### config.mk
export PLATFORM = sky130hd
export DESIGN_NAME = unified_mem_arbiter
export DESIGN_NICKNAME = d
export VERILOG_FILES = /design/src/rtl/unified_mem_arbiter.sv
export SDC_FILE = /design/constraint.sdc
export NUM_CORES = 1
export LEC_CHECK = 0
export CAP_MARGIN = 20
export CORE_ASPECT_RATIO = 1.25
export CORE_MARGIN = 10
export CORE_UTILIZATION = 45
export DETAILED_ROUTE_END_ITERATION = 12
export GPL_ROUTABILITY_DRIVEN = 0
export PLACE_DENSITY = 0.86
export SLEW_MARGIN = 20
export SYNTH_ARGS = -nofsm -noshare
export SYNTH_HDL_FRONTEND = slang
export SYNTH_SLANG_ARGS = --single-unit
export TNS_END_PERCENT = 1
### constraint.sdc
create_clock -name clk -period 2.9 [get_ports clk]
set_input_delay 0.29 -clock clk [delete_from_list [all_inputs] [get_ports clk]]
set_output_delay 0.29 -clock clk [all_outputs]
set_load 0.02 [all_outputs]
### src/rtl/unified_mem_arbiter.sv
// -----------------------------------------------------------------------------
// unified_mem_arbiter
//
// Shares a single-port, variable-latency memory bus between the IF-stage
// instruction fetch and the MEM-stage data access. The data access belongs to
// the older instruction, so it is served first. The pipeline stays stalled
// until every pending request has been served. It is then released for exactly
// one cycle, the DONE cycle.
//
// Ports:
//   clk, rst       rising-edge clock, synchronous active-high reset
//   inst_ren/addr  fetch request and address; inst_data is the registered result
//   mem_ren/wen    load / store request (both high is treated as a store)
//   mem_addr/dout  data address and store data; mem_din is the registered load result
//   stall          combinational freeze for all pipeline stages
//   bus_*          registered request side of the shared memory bus
//   bus_rdata/ack  read data and the one-cycle completion pulse
//   bus_err        sticky flag, set when an access is force-completed on timeout
// -----------------------------------------------------------------------------
module unified_mem_arbiter #(
    parameter int          TIMEOUT  = 64,
    parameter logic [31:0] ERR_DATA = 32'hFFFF_FFFF
) (
    input  logic        clk,
    input  logic        rst,
    input  logic        inst_ren,
    input  logic [31:0] inst_addr,
    output logic [31:0] inst_data,
    input  logic        mem_ren,
    input  logic        mem_wen,
    input  logic [31:0] mem_addr,
    input  logic [31:0] mem_dout,
    output logic [31:0] mem_din,
    output logic        stall,
    output logic        bus_req,
    output logic        bus_we,
    output logic [31:0] bus_addr,
    output logic [31:0] bus_wdata,
    input  logic [31:0] bus_rdata,
    input  logic        bus_ack,
    output logic        bus_err
);

    // The timeout counter is at least 8 bits wide, and wider if TIMEOUT needs it.
    localparam int CW = ($clog2(TIMEOUT + 1) > 8) ? $clog2(TIMEOUT + 1) : 8;

    typedef enum logic [1:0] {
        IDLE   = 2'd0,
        D_WAIT = 2'd1,
        I_WAIT = 2'd2,
        DONE   = 2'd3
    } state_t;

    state_t          state_reg, state_next;
    logic            d_done_reg, i_done_reg;
    logic [CW-1:0]   tmo_cnt_reg;

    logic            d_pend, d_need, i_need, waiting;
    logic            timeout_hit, complete;
    logic            issue_d, issue_i;
    logic [31:0]     rdata_eff;

    assign d_pend  = mem_ren | mem_wen;
    assign d_need  = d_pend & ~d_done_reg;
    assign i_need  = inst_ren & ~i_done_reg;
    assign waiting = (state_reg == D_WAIT) || (state_reg == I_WAIT);

    // Timeout fires in the TIMEOUT-th request cycle without an ack.
    // If an ack arrives in that same cycle, it wins and no error is flagged.
    assign timeout_hit = bus_req && !bus_ack && (tmo_cnt_reg == CW'(TIMEOUT - 1));
    // Acks outside a wait state are stray and are dropped here.
    assign complete    = waiting && (bus_ack || timeout_hit);
    assign rdata_eff   = bus_ack ? bus_rdata : ERR_DATA;

    // Next-state and issue decisions
    always_comb begin
        state_next = state_reg;
        issue_d    = 1'b0;
        issue_i    = 1'b0;
        unique case (state_reg)
            IDLE: begin
                if (d_need) begin
                    issue_d    = 1'b1;
                    state_next = D_WAIT;
                end else if (i_need) begin
                    issue_i    = 1'b1;
                    state_next = I_WAIT;
                end else if (d_pend || inst_ren) begin
                    state_next = DONE;
                end
            end
            D_WAIT: begin
                if (complete) begin
                    // Chain straight into the fetch so there is no idle bus cycle.
                    if (i_need) begin
                        issue_i    = 1'b1;
                        state_next = I_WAIT;
                    end else begin
                        state_next = DONE;
                    end
                end
            end
            I_WAIT: begin
                if (complete) begin
                    state_next = DONE;
                end
            end
            DONE: begin
                state_next = IDLE;
            end
            default: state_next = IDLE;
        endcase
    end

    // The release cycle (DONE) always drops stall, even though requests are still asserted.
    assign stall = (state_reg != DONE) && (d_need || i_need || waiting);

    // State register and datapath
    always_ff @(posedge clk) begin
        if (rst) begin
            state_reg   <= IDLE;
            d_done_reg  <= 1'b0;
            i_done_reg  <= 1'b0;
            tmo_cnt_reg <= '0;
            bus_req     <= 1'b0;
            bus_we      <= 1'b0;
            bus_addr    <= '0;
            bus_wdata   <= '0;
            inst_data   <= '0;
            mem_din     <= '0;
            bus_err     <= 1'b0;
        end else begin
            state_reg <= state_next;

            if (issue_d) begin
                bus_req     <= 1'b1;
                bus_we      <= mem_wen;
                bus_addr    <= mem_addr;
                bus_wdata   <= mem_dout;
                tmo_cnt_reg <= '0;
            end else if (issue_i) begin
                bus_req     <= 1'b1;
                bus_we      <= 1'b0;
                bus_addr    <= inst_addr;
                tmo_cnt_reg <= '0;
            end else if (complete) begin
                bus_req     <= 1'b0;
                tmo_cnt_reg <= '0;
            end else if (bus_req) begin
                tmo_cnt_reg <= tmo_cnt_reg + CW'(1);
            end

            if (complete) begin
                if (state_reg == D_WAIT) begin
                    d_done_reg <= 1'b1;
                    if (!bus_we) begin
                        mem_din <= rdata_eff;
                    end
                end else begin
                    i_done_reg <= 1'b1;
                    inst_data  <= rdata_eff;
                end
                if (!bus_ack) begin
                    bus_err <= 1'b1;
                end
            end

            if (state_reg == DONE) begin
                d_done_reg <= 1'b0;
                i_done_reg <= 1'b0;
            end
        end
    end

endmodule

==> results.md <==
Outcome:
- The flow ran to the end, and the final reports show no timing, DRC or antenna violations.

Global routing:
- The initial antenna violation count is 0.
- The global-route congestion overflow total is 0.
- The global-route wire length before repair is 30.4 mm.
- The pin count of the biggest net entering global routing is 66.
- The via count of the first global-routing pass is 5700.
- Across every metal layer, demand over resource in global routing totals 21.0%.

Setup path:
- The critical path goes through inv_1 > ha_2 > nor3_1 > nor2_1 > clkdlybuf4s50_1.
- The critical path launch point type is a flop.
- The worst setup path is captured at a primary output.
- The largest individual stage delay along the critical path comes from the cell clkdlybuf4s50_1.
- The worst path buffer plus inverter count is 2.
- Of all nets on the critical path, the largest fanout is 7.
- STA puts the critical path data required time at 2.61 ns.
- The maximum cell stage delay along the critical path is 0.66 ns.
- STA puts the critical path data arrival time at 2.12 ns.
- The setup path with the least slack is of type reg2out.
- The family with the most delay on the worst path is buffers and inverters.

Routing:
- Dividing the detail-routed wire length by the instance count gives between 15 and 20 um.
- The count of TritonRoute iterations in the first routing pass is 6.
- In this run the remaining antenna-violating nets after routing total 0.
- In the routed layout, each cell is associated on average with a via count of 5.42.
- The detailed router finished its first iteration with around 470 violations.
- The overall via count from detail_route is 5582.
- In the routed design, unresolved DRC markers number 0.
- The total length of routed wires is around 20 mm.

Final layout:
- The repair_antennas step left the layout with diodes totalling 0.
- The non-filler instance count after layout is 1030.
- The area of all sequential standard cells is 0.00286 mm2.
- The final net count is roughly 990.
- In the final layout, the multi-input gates occupy 0.00275 mm2.
- The share of cells above drive strength 1 is 13.1%.
- The layout has 924 filler cells.
- Compared with the post-synthesis result, the final layout area differs by 56.5%.
- The fraction of the core area covered by cells at the end of the flow is 72.0%.

STA:
- Of the available clock period, the critical path in the final layout requires between 80% and 90%.
- The maximum clock skew at final layout is 0.0107 ns.
- The transition at the pin with the smallest max-transition slack is 0.710 ns.
- The number of failing setup endpoints in the final timing report is 0.
- Summed over all failing endpoints, the final setup total negative slack is 0 ns.
- The number of max-slew violations in the final report is 0.
- The clock period minus worst slack is 2.41 ns.
- On the final layout, the worst hold slack is 0.423 ns.
- The number of hold violations in the final report is 0.
- Setup repair after global routing left no endpoint under its margin.
- The worst slew margin relative to its limit is 52.5%.
- Timing would allow up to ~420 MHz.

Place:
- The number of buffers inserted by port buffering is between 200 and 300.
- After legalization and detailed placement, the total HPWL measured 14.8 mm.
- The placed instance count is 998.

Job:
- The max-capacitance violation count is 0.

Synthesis:
- Yosys attributes the largest share of cell area to dfxtp_1 49%, o221a_2 12%, nand2_1 6.8%.
- Among all cell types in the netlist, the one instantiated most often is dfxtp_1.
- The top cell type by total area after synthesis is dfxtp_1.
- The share of async-settable or async-resettable flops after synthesis is 0%.
- The post-synthesis instance area is about 0.0059 mm2.
- Counting every net in the synthesized netlist gives 748.
- For this run, the number of Yosys warnings is 0.
- After synthesis, the largest area contributor takes up about half of total cell area.
- The number of different library cells used by synthesis comes to 41.
- The cell count after synthesis is 609.
- Of the synthesized area, sequential elements account for about half.
- The count of flip-flops with a built-in enable after synthesis is 0.
- Dividing the synthesized area by the synthesized cell count gives about 9.6 um2.
- Counting instances in the post-synthesis netlist gives the leading cell types as 143 x dfxtp_1, 106 x nand2_1, 61 x o221a_2.
- The most used flip-flop cell after synthesis is dfxtp_1.
- Synthesis inferred 143 register bits.

Clock network:
- The root cell of the clock tree is clkbuf_16.
- The count of hold-fix buffers inserted at cts is 0.
- Counting every sink on the clock net gives 143.
- The maximum buffer depth of the clock tree is 2.
- The CTS buffer count is 17.
- The number of buffers inserted by post-CTS setup repair is 0.
- The insertion delay to the later sink of the worst-skew pair is 0.42 ns.
- TritonCTS built the clock tree.
- The H-tree generated during clock tree synthesis spans 4 levels.
- The post-cts gate resize count is 0.
- The clock transition at the registers of the reported paths is 0.07 ns.

Floorplan:
- The number of I/O pins is roughly 270.
- The initial cell density of the core is a little under half.
- The number of placement rows is 46.
- The die area is 0.0180 mm2.
- The chip height is 148 um.
- The floorplan step set the die width to 122 um.
- In this run the standard cell core region covers ~0.013 mm2.

Min path:
- The path class of the tightest hold or removal check is in2reg.

Pwr:
- VDD sags by at most 0.581 mV.
- The leakage power figure is 3.56 nW.
- The total power is 8.86 mW.
- For this design the ratio of total power to cell area is 967 mW/mm2.
-- cells in the final DEF (no fill, tap or decap), types with 3 or more instances in the layout --
| cell | instances |
|---|---|
| and3_1 | 35 |
| o221a_2 | 61 |
| a21oi_1 | 37 |
| xnor2_1 | 4 |
| buf_4 | 9 |
| a21boi_0 | 32 |
| clkbuf_16 | 17 |
| clkinvlp_4 | 3 |
| inv_1 | 3 |
| mux2i_1 | 33 |
| clkdlybuf4s50_1 | 265 |
| nor3_1 | 4 |
| xor2_1 | 3 |
| inv_6 | 6 |
| o21ai_0 | 34 |
| nand3_1 | 3 |
| nand2_1 | 106 |
| o21a_1 | 4 |
| dfxtp_1 | 143 |
| nor2_1 | 17 |
| ha_1 | 4 |
-- layout make-up --
class,count,share of cell area (%)
clock buffers,18,4.68
inverters,4,0.178
multi-input cells,406,30.0
well taps,168,2.29
flip-flops and latches,143,31.2
repair buffers,277,30.3
clock inverters,14,1.31
-- metrics by stage --
stage,area [um2],setup slack [ns]
after global placement,8600,0.503
after detailed placement,8610,0.615
after global routing,9160,0.373
final,9160,0.492
after floorplan,5850,1.10
after CTS,9160,0.475
-- per-layer routing --
metal  vias to the layer above  routed length [um]  GRT usage [%]
met5                         -                   0              0
met2                       241                9570           35.0
li1                       2682                   -              -
met3                        29                2150           9.53
met1                      2630                7580           22.8
met4                         0                 442           7.47
-- worst min-delay path, stage by stage --
cell and delay, ns:
clkdlybuf4s50_1 0.39, nand2_1 0.05, a21oi_1 0.05
-- path summary, 6_finish.rpt --
check / start / end / slack (ns) / cells past startpoint
max: state_reg[0]$_SDFFE_PP0P_ / stall / 0.49 / 5
min: mem_dout[19] / bus_wdata[19]$_SDFFE_PP0P_ / 0.42 / 3
max reg2reg: state_reg[0]$_SDFFE_PP0P_ / mem_din[26]$_SDFFE_PP0P_ / 0.66 / 6
min reg2reg: bus_wdata[15]$_SDFFE_PP0P_ / bus_wdata[15]$_SDFFE_PP0P_ / 0.46 / 2
-- kinds of logic after synthesis --
group	Yosys count	synth area share, %
XOR/XNOR	7	1.05
buffers and inverters	60	4.40
AO/OA/AOI/OAI	180	24.4
flip-flops	143	48.9
multiplexers	33	5.64
AND/OR/NAND/NOR	181	14.5
adder cells (fa/ha/maj)	5	1.07
-- where the power goes --
group	internal [mW]	switching [mW]	total (mW)
clock network	1.12	0.905	2.03
logic	1.86	2.17	4.02
registers	2.50	0.308	2.81
(Power assumes the default switching activity.)
